File: src/rtl/mini_bit_pkg.sv
// rtl/mini_bit_pkg.sv - shared transmitter state encoding and frame constants
// Optional feature macro: OUT_PORT_UART_PARITY_EN (adds PARITY state, 11-bit frame).
package mini_bit_pkg;

`ifdef OUT_PORT_UART_PARITY_EN
    typedef enum logic [2:0] {
        ST_IDLE   = 3'd0,
        ST_START  = 3'd1,
        ST_DATA   = 3'd2,
        ST_PARITY = 3'd3,
        ST_STOP   = 3'd4
    } tx_state_t;

    localparam int FRAME_BITS = 11;
`else
    typedef enum logic [1:0] {
        ST_IDLE  = 2'd0,
        ST_START = 2'd1,
        ST_DATA  = 2'd2,
        ST_STOP  = 2'd3
    } tx_state_t;

    localparam int FRAME_BITS = 10;
`endif

    localparam int DATA_BITS = 8;

endpackage

File: src/rtl/out_port_fifo.sv
// rtl/out_port_fifo.sv - byte queue between the mini_bit strobe and the transmitter
// Ports: clk, reg_clear_n (async active-low), push/push_data, pop,
//        head (oldest entry, read from the storage flops), full, empty.
// A push while full is taken only when a pop happens in the same cycle.
module out_port_fifo #(
    parameter int FIFO_DEPTH = 4,
    parameter int WIDTH      = 8
) (
    input  logic             clk,
    input  logic             reg_clear_n,
    input  logic             push,
    input  logic [WIDTH-1:0] push_data,
    input  logic             pop,
    output logic [WIDTH-1:0] head,
    output logic             full,
    output logic             empty
);

    localparam int AW = $clog2(FIFO_DEPTH);

    logic [WIDTH-1:0] mem [FIFO_DEPTH];
    logic [AW:0]      wr_ptr;
    logic [AW:0]      rd_ptr;
    logic             do_push;
    logic             do_pop;

    // Extra pointer MSB separates full from empty when the index bits match.
    assign empty   = (wr_ptr == rd_ptr);
    assign full    = (wr_ptr[AW] != rd_ptr[AW]) && (wr_ptr[AW-1:0] == rd_ptr[AW-1:0]);
    assign do_pop  = pop && !empty;
    assign do_push = push && (!full || do_pop);
    assign head    = mem[rd_ptr[AW-1:0]];

    always_ff @(posedge clk or negedge reg_clear_n) begin
        if (!reg_clear_n) begin
            wr_ptr <= '0;
            rd_ptr <= '0;
        end else begin
            if (do_push) wr_ptr <= wr_ptr + 1'b1;
            if (do_pop)  rd_ptr <= rd_ptr + 1'b1;
        end
    end

    always_ff @(posedge clk) begin
        if (do_push) mem[wr_ptr[AW-1:0]] <= push_data;
    end

endmodule

File: src/rtl/out_port_uart.sv
// rtl/out_port_uart.sv - mini_bit output port: queued bytes sent as async serial frames
// Ports: clk, reg_clear_n (async active-low), bus[7:0] + tx strobe (rising edge enqueues),
//        serial_out (idle high, registered), busy, full, overflow (sticky drop flag).
// Optional feature macro: OUT_PORT_UART_PARITY_EN (even parity bit between data and stop).
module out_port_uart
    import mini_bit_pkg::*;
#(
    parameter int CLKS_PER_BIT = 4,
    parameter int FIFO_DEPTH   = 4
) (
    input  logic       clk,
    input  logic       reg_clear_n,
    input  logic [7:0] bus,
    input  logic       tx,
    output logic       serial_out,
    output logic       busy,
    output logic       full,
    output logic       overflow
);

    localparam logic [7:0] BAUD_LAST = 8'(CLKS_PER_BIT - 1);

    tx_state_t  state;
    tx_state_t  state_next;
    logic [7:0] baud;
    logic [2:0] bit_idx;
    logic [7:0] shift_data;
    logic       tx_q;
    logic       tx_rise;
    logic       busy_q;
    logic       pop;
    logic       fifo_full;
    logic       fifo_empty;
    logic [7:0] head;
    logic       bit_last;
    logic       line_bit;

    assign tx_rise  = tx && !tx_q;
    assign bit_last = (baud == BAUD_LAST);
    assign full     = fifo_full;
    // busy_q holds busy for the cycle serial_out still shows the stop bit.
    assign busy     = (state != ST_IDLE) || busy_q || !fifo_empty;

    out_port_fifo #(
        .FIFO_DEPTH (FIFO_DEPTH),
        .WIDTH      (8)
    ) u_fifo (
        .clk         (clk),
        .reg_clear_n (reg_clear_n),
        .push        (tx_rise),
        .push_data   (bus),
        .pop         (pop),
        .head        (head),
        .full        (fifo_full),
        .empty       (fifo_empty)
    );

    always_comb begin
        state_next = state;
        pop        = 1'b0;
        unique case (state)
            ST_IDLE: begin
                if (!fifo_empty) begin
                    pop        = 1'b1;
                    state_next = ST_START;
                end
            end
            ST_START: begin
                if (bit_last) state_next = ST_DATA;
            end
            ST_DATA: begin
                if (bit_last && (bit_idx == 3'd7)) begin
`ifdef OUT_PORT_UART_PARITY_EN
                    state_next = ST_PARITY;
`else
                    state_next = ST_STOP;
`endif
                end
            end
`ifdef OUT_PORT_UART_PARITY_EN
            ST_PARITY: begin
                if (bit_last) state_next = ST_STOP;
            end
`endif
            ST_STOP: begin
                // Chain straight into the next frame so the line has no idle gap.
                if (bit_last) begin
                    if (!fifo_empty) begin
                        pop        = 1'b1;
                        state_next = ST_START;
                    end else begin
                        state_next = ST_IDLE;
                    end
                end
            end
            default: state_next = ST_IDLE;
        endcase
    end

    always_comb begin
        line_bit = 1'b1;
        unique case (state)
            ST_START:  line_bit = 1'b0;
            ST_DATA:   line_bit = shift_data[bit_idx];
`ifdef OUT_PORT_UART_PARITY_EN
            ST_PARITY: line_bit = ^shift_data;
`endif
            default:   line_bit = 1'b1;
        endcase
    end

    always_ff @(posedge clk or negedge reg_clear_n) begin
        if (!reg_clear_n) begin
            state      <= ST_IDLE;
            baud       <= 8'd0;
            bit_idx    <= 3'd0;
            shift_data <= 8'd0;
            tx_q       <= 1'b0;
            busy_q     <= 1'b0;
            overflow   <= 1'b0;
            serial_out <= 1'b1;
        end else begin
            state      <= state_next;
            tx_q       <= tx;
            busy_q     <= (state != ST_IDLE);
            serial_out <= line_bit;
            if ((state_next != state) || (state == ST_IDLE) || bit_last) begin
                baud <= 8'd0;
            end else begin
                baud <= baud + 8'd1;
            end
            if ((state == ST_DATA) && bit_last) begin
                bit_idx <= bit_idx + 3'd1;
            end
            if (pop) begin
                shift_data <= head;
            end
            if (tx_rise && fifo_full && !pop) begin
                overflow <= 1'b1;
            end
        end
    end

endmodule

File: config.mk
export PLATFORM = sky130hd
export DESIGN_NAME = out_port_uart
export DESIGN_NICKNAME = d
export VERILOG_FILES = /design/src/rtl/mini_bit_pkg.sv /design/src/rtl/out_port_fifo.sv /design/src/rtl/out_port_uart.sv
export SDC_FILE = /design/constraint.sdc
export NUM_CORES = 1
export LEC_CHECK = 0
export CORE_ASPECT_RATIO = 0.7
export CORE_MARGIN = 3
export CORE_UTILIZATION = 59
export DETAILED_ROUTE_END_ITERATION = 10
export GPL_TIMING_DRIVEN = 0
export PLACE_DENSITY_LB_ADDON = 0.05
export SLEW_MARGIN = 20
export SYNTH_ARGS = -nofsm -noshare
export SYNTH_HDL_FRONTEND = slang
export SYNTH_HIERARCHICAL = 1
export SYNTH_SLANG_ARGS = --single-unit
export TNS_END_PERCENT = 1
File: constraint.sdc
create_clock -name clk -period 4 [get_ports clk]
set_input_delay 0.6 -clock clk [delete_from_list [all_inputs] [get_ports clk]]
set_output_delay 0.6 -clock clk [all_outputs]
set_load 0.005 [all_outputs]
==> flow_summary_export.csv, run 1 <==
group,metric,value,unit
status,outcome,"finished clean",
floorplanning,die_area,5720,µm²
floorplanning,die_h,64.2,µm
logic_synthesis,synth-seq-cells,63,
clock_tree,cts_resized,0,
clock_tree,ctsRootBufferMaster,"clkbuf_8",
clock_tree,path_clk_slew,60,ps
power_and_ir_drop,power_frac_seq,39.1,%
sta,period_needed,3460,ps
route,drc,0,
route,firstDrtPassIters,4,
grt,grt_pass1_vias,1806,
power_and_ir_drop,switchingPower,0.000845,W
logic_synthesis,yosysUniqueCellTypes,45,
grt,antenna_found_initial,0,
logic_synthesis,synthTopCellsByArea,"edfxtp_1, dfrtp_1, mux4_2",
route,vias,1704,
power_and_ir_drop,vdd_ir_drop_max,405,µV
setup_path,arrival,3500,ps
logic_synthesis,synthMostInstantiatedCell,"edfxtp_1",
sta,fmax,0.289,GHz
route,drt_wl_total,5290,µm
power_and_ir_drop,internal_power,0.00159,W
logic_synthesis,synth_top_area_share,33.7,%
sta,fin_crit_sh,86.5,%
clock_tree,cts_hold_buf,0,
placement,dp_hpwl,3640,µm
logic_synthesis,synthFlopType,"edfxtp_1",
power_and_ir_drop,p_clk_share,23.9,%
finish,layout.cells.non_filler,273,
logic_synthesis,syn_inst,188,
floorplanning,core,4500,µm²
clock_tree,cts_setup_buffers,0,
floorplanning,rows,20,
flow_run,max_cap_viol_count,0,
setup_path,path_max_fanout,10,
power_and_ir_drop,combPwrFrac,37.1,%
placement,placed_area,3060,µm²
clock_tree,htreeDepth,3,
logic_synthesis,yosysTopAreaCell,"edfxtp_1",
clock_tree,numCtsBuffers,9,
placement,gp_congestion,0.851,
logic_synthesis,synthArstFlopShare,49.2,%
logic_synthesis,avgSynthCellArea,15.2,µm²
setup_path,endpoint_kind,"flop",
sta,tightest_slew,862,ps
finish,final_cell_area,3260,µm²
sta,drv_slew,0,
logic_synthesis,yosysWarnings,6,
setup_path,startpoint_type,"flop",
sta,fin_skew,4.95,ps
grt,grt-ovfl-total,0,
placement,portBuffers,14,
clock_tree,cts_tree,"done",
sta,setup_violations,0,
floorplanning,die_w,89.1,µm
power_and_ir_drop,leakagePower,1.24,nW
power_and_ir_drop,p_total,0.00244,W
route,ant_nets,0,
logic_synthesis,syn_area,2850,µm²
placement,dpl.cell_count,257,
setup_path,cp.required,4040,ps
finish,diodes,0,
grt,grt_pass1_wl,8870,µm
clock_tree,insertion_delay,340,ps
sta,fin_hold_ws,299,ps
sta,finalSetupTns,0,ps
route,wl_per_cell,19.4,µm
sta,relSlewSlack,42.1,%
sta,hold_violations,0,
finish,syn2layout_area_growth,14.3,%
logic_synthesis,synth_fp_nets,211,
logic_synthesis,yosysSeqAreaShare,60.9,%
sta,rsz0062_at_grt,"no",
min_path,hp-class,"primary input to asynchronous set/reset pin",
route,viasPerCell,6.24,
logic_synthesis,synth-edff-count,32,
clock_tree,cts_sinks,63,
logic_synthesis,synthTopCellsByCount,"edfxtp_1, dfrtp_1, ha_1, mux2_2",
finish,drive_gt1_share,19.7,%
grt,track_usage,21.5,%
power_and_ir_drop,switching_share,34.7,%
grt,grt_max_degree,32,
floorplanning,ioPinCount,15,
power_and_ir_drop,powerDensity,747,nW/µm²
finish,final_nets,236,
clock_tree,clockBufferDepth,2,
floorplanning,start_util,63.4,%
setup_path,critical_path_class,"flop to flop",
route,drt_iter0_markers,143,
metrics by stage:
| stage | worst slack (ps) | util, % |
|---|---|---|
| global route | 407 | 72.4 |
| detailed placement | 645 | 67.9 |
| finish | 539 | 72.4 |
| floorplan | 1190 | - |
| global placement | 746 | 68.0 |
| CTS | 622 | 72.4 |
power groups by stage:
| stage | logic (W) | clock network (W) | registers, W |
|---|---|---|---|
| 2_1_floorplan | 0.000663 | 0 | 0.000929 |
| 3_3_place_gp | 0.000830 | 0 | 0.000946 |
| 3_5_place_dp | 0.000889 | 0 | 0.000961 |
| 4_1_cts | 0.000902 | 0.000590 | 0.000948 |
| 5_1_grt | 0.000993 | 0.000620 | 0.000965 |
| 6_report | 0.000903 | 0.000581 | 0.000951 |
logic make-up after synthesis:
| kind of cell | after synthesis | share of synthesized area (%) |
|---|---|---|
| AO/OA/AOI/OAI | 21 | 6.27 |
| XOR/XNOR | 12 | 3.68 |
| adder cells (fa/ha/maj) | 12 | 5.26 |
| buffers and inverters | 15 | 2.19 |
| flip-flops | 63 | 60.9 |
| multiplexers | 24 | 13.3 |
| AND/OR/NAND/NOR | 41 | 8.37 |
worst paths after layout:
kind,startpoint,to,slack [ps],cells after the start
setup / recovery,u_fifo/rd_ptr[1],u_fifo/mem[0][3],540,8
hold / removal,reg_clear_n,shift_data[1],300,1
setup reg to reg,u_fifo/rd_ptr[1],u_fifo/mem[0][3],540,8
hold reg to reg,baud[0],baud[0],500,1
max in group asynchronous,reg_clear_n,baud[1],3260,1
min in group clk,baud[0],baud[0],500,1
state kept, by name (all words and copies together), names as in the netlist:
signal         flops
bit_idx            3
tx_q               1
shift_data         8
busy_q             1
u_fifo/wr_ptr      3
u_fifo/mem        32
overflow           1
state              2
baud               8
serial_out         1
u_fifo/rd_ptr      3
per-layer routing:
layer	share of wire, %	track usage [%]
met1	45	28.4
met2	48	31.4
met3	5.2	10.1
met4	1.6	7.25
met5	0	0
placed cells by master, fill, tap and decap left out, types with 4 or more instances in the layout:
cell type / n
mux4_2: 10
xor2_1: 5
and3_1: 4
nand2_1: 7
clkbuf_8: 9
mux2_2: 11
nand3_1: 4
clkdlybuf4s50_1: 13
nor3_1: 10
inv_1: 10
dfrtp_1: 30
edfxtp_1: 32
ha_1: 12
xnor2_1: 7
worst max-delay path, cell delays in order, from the launching register on:
cell     delay (ps)
dfrtp_1         380
buf_4           200
xor2_1          200
buf_2           200
nor3_1          710
nor3_4          210
buf_1           280
or4_1           610
and3_1          370
cell type report:
type | instances | area [µm²]
flip-flops and latches | 63 | 1740
fillers | 281 | 1240
multi-input cells | 110 | 1050
repair buffers | 14 | 135
clock buffers | 11 | 131
clock inverters | 5 | 72.6
well taps | 55 | 68.8
inverters | 10 | 37.5
plain buffers | 5 | 25.0
Note: power is estimated with default switching activity, not from simulation.
==> run 2: changes to the inputs <==
--- a/config.mk
+++ b/config.mk
@@ -11,6 +11,7 @@
 export DETAILED_ROUTE_END_ITERATION = 10
 export GPL_TIMING_DRIVEN = 0
 export PLACE_DENSITY_LB_ADDON = 0.05
+export SETUP_SLACK_MARGIN = 0.3
 export SLEW_MARGIN = 20
 export SYNTH_ARGS = -nofsm -noshare
 export SYNTH_HDL_FRONTEND = slang
==> constraint.sdc (replaced) <==
create_clock -name clk -period 3.9 [get_ports clk]
set_input_delay 0.585 -clock clk [delete_from_list [all_inputs] [get_ports clk]]
set_output_delay 0.585 -clock clk [all_outputs]
set_load 0.005 [all_outputs]
==> results of run 2 <==
The final DEF is identical to that of run 1. Status: finished clean.
Among the figures that moved: setup slack after placement 645 ps -> 545 ps; setup slack after layout 539 ps -> 439 ps; hold slack 299 ps -> 284 ps; register-to-register setup slack 540 ps -> 440 ps; total power 0.00244 W -> 0.00250 W; worst IR drop on VDD 405 µV -> 416 µV
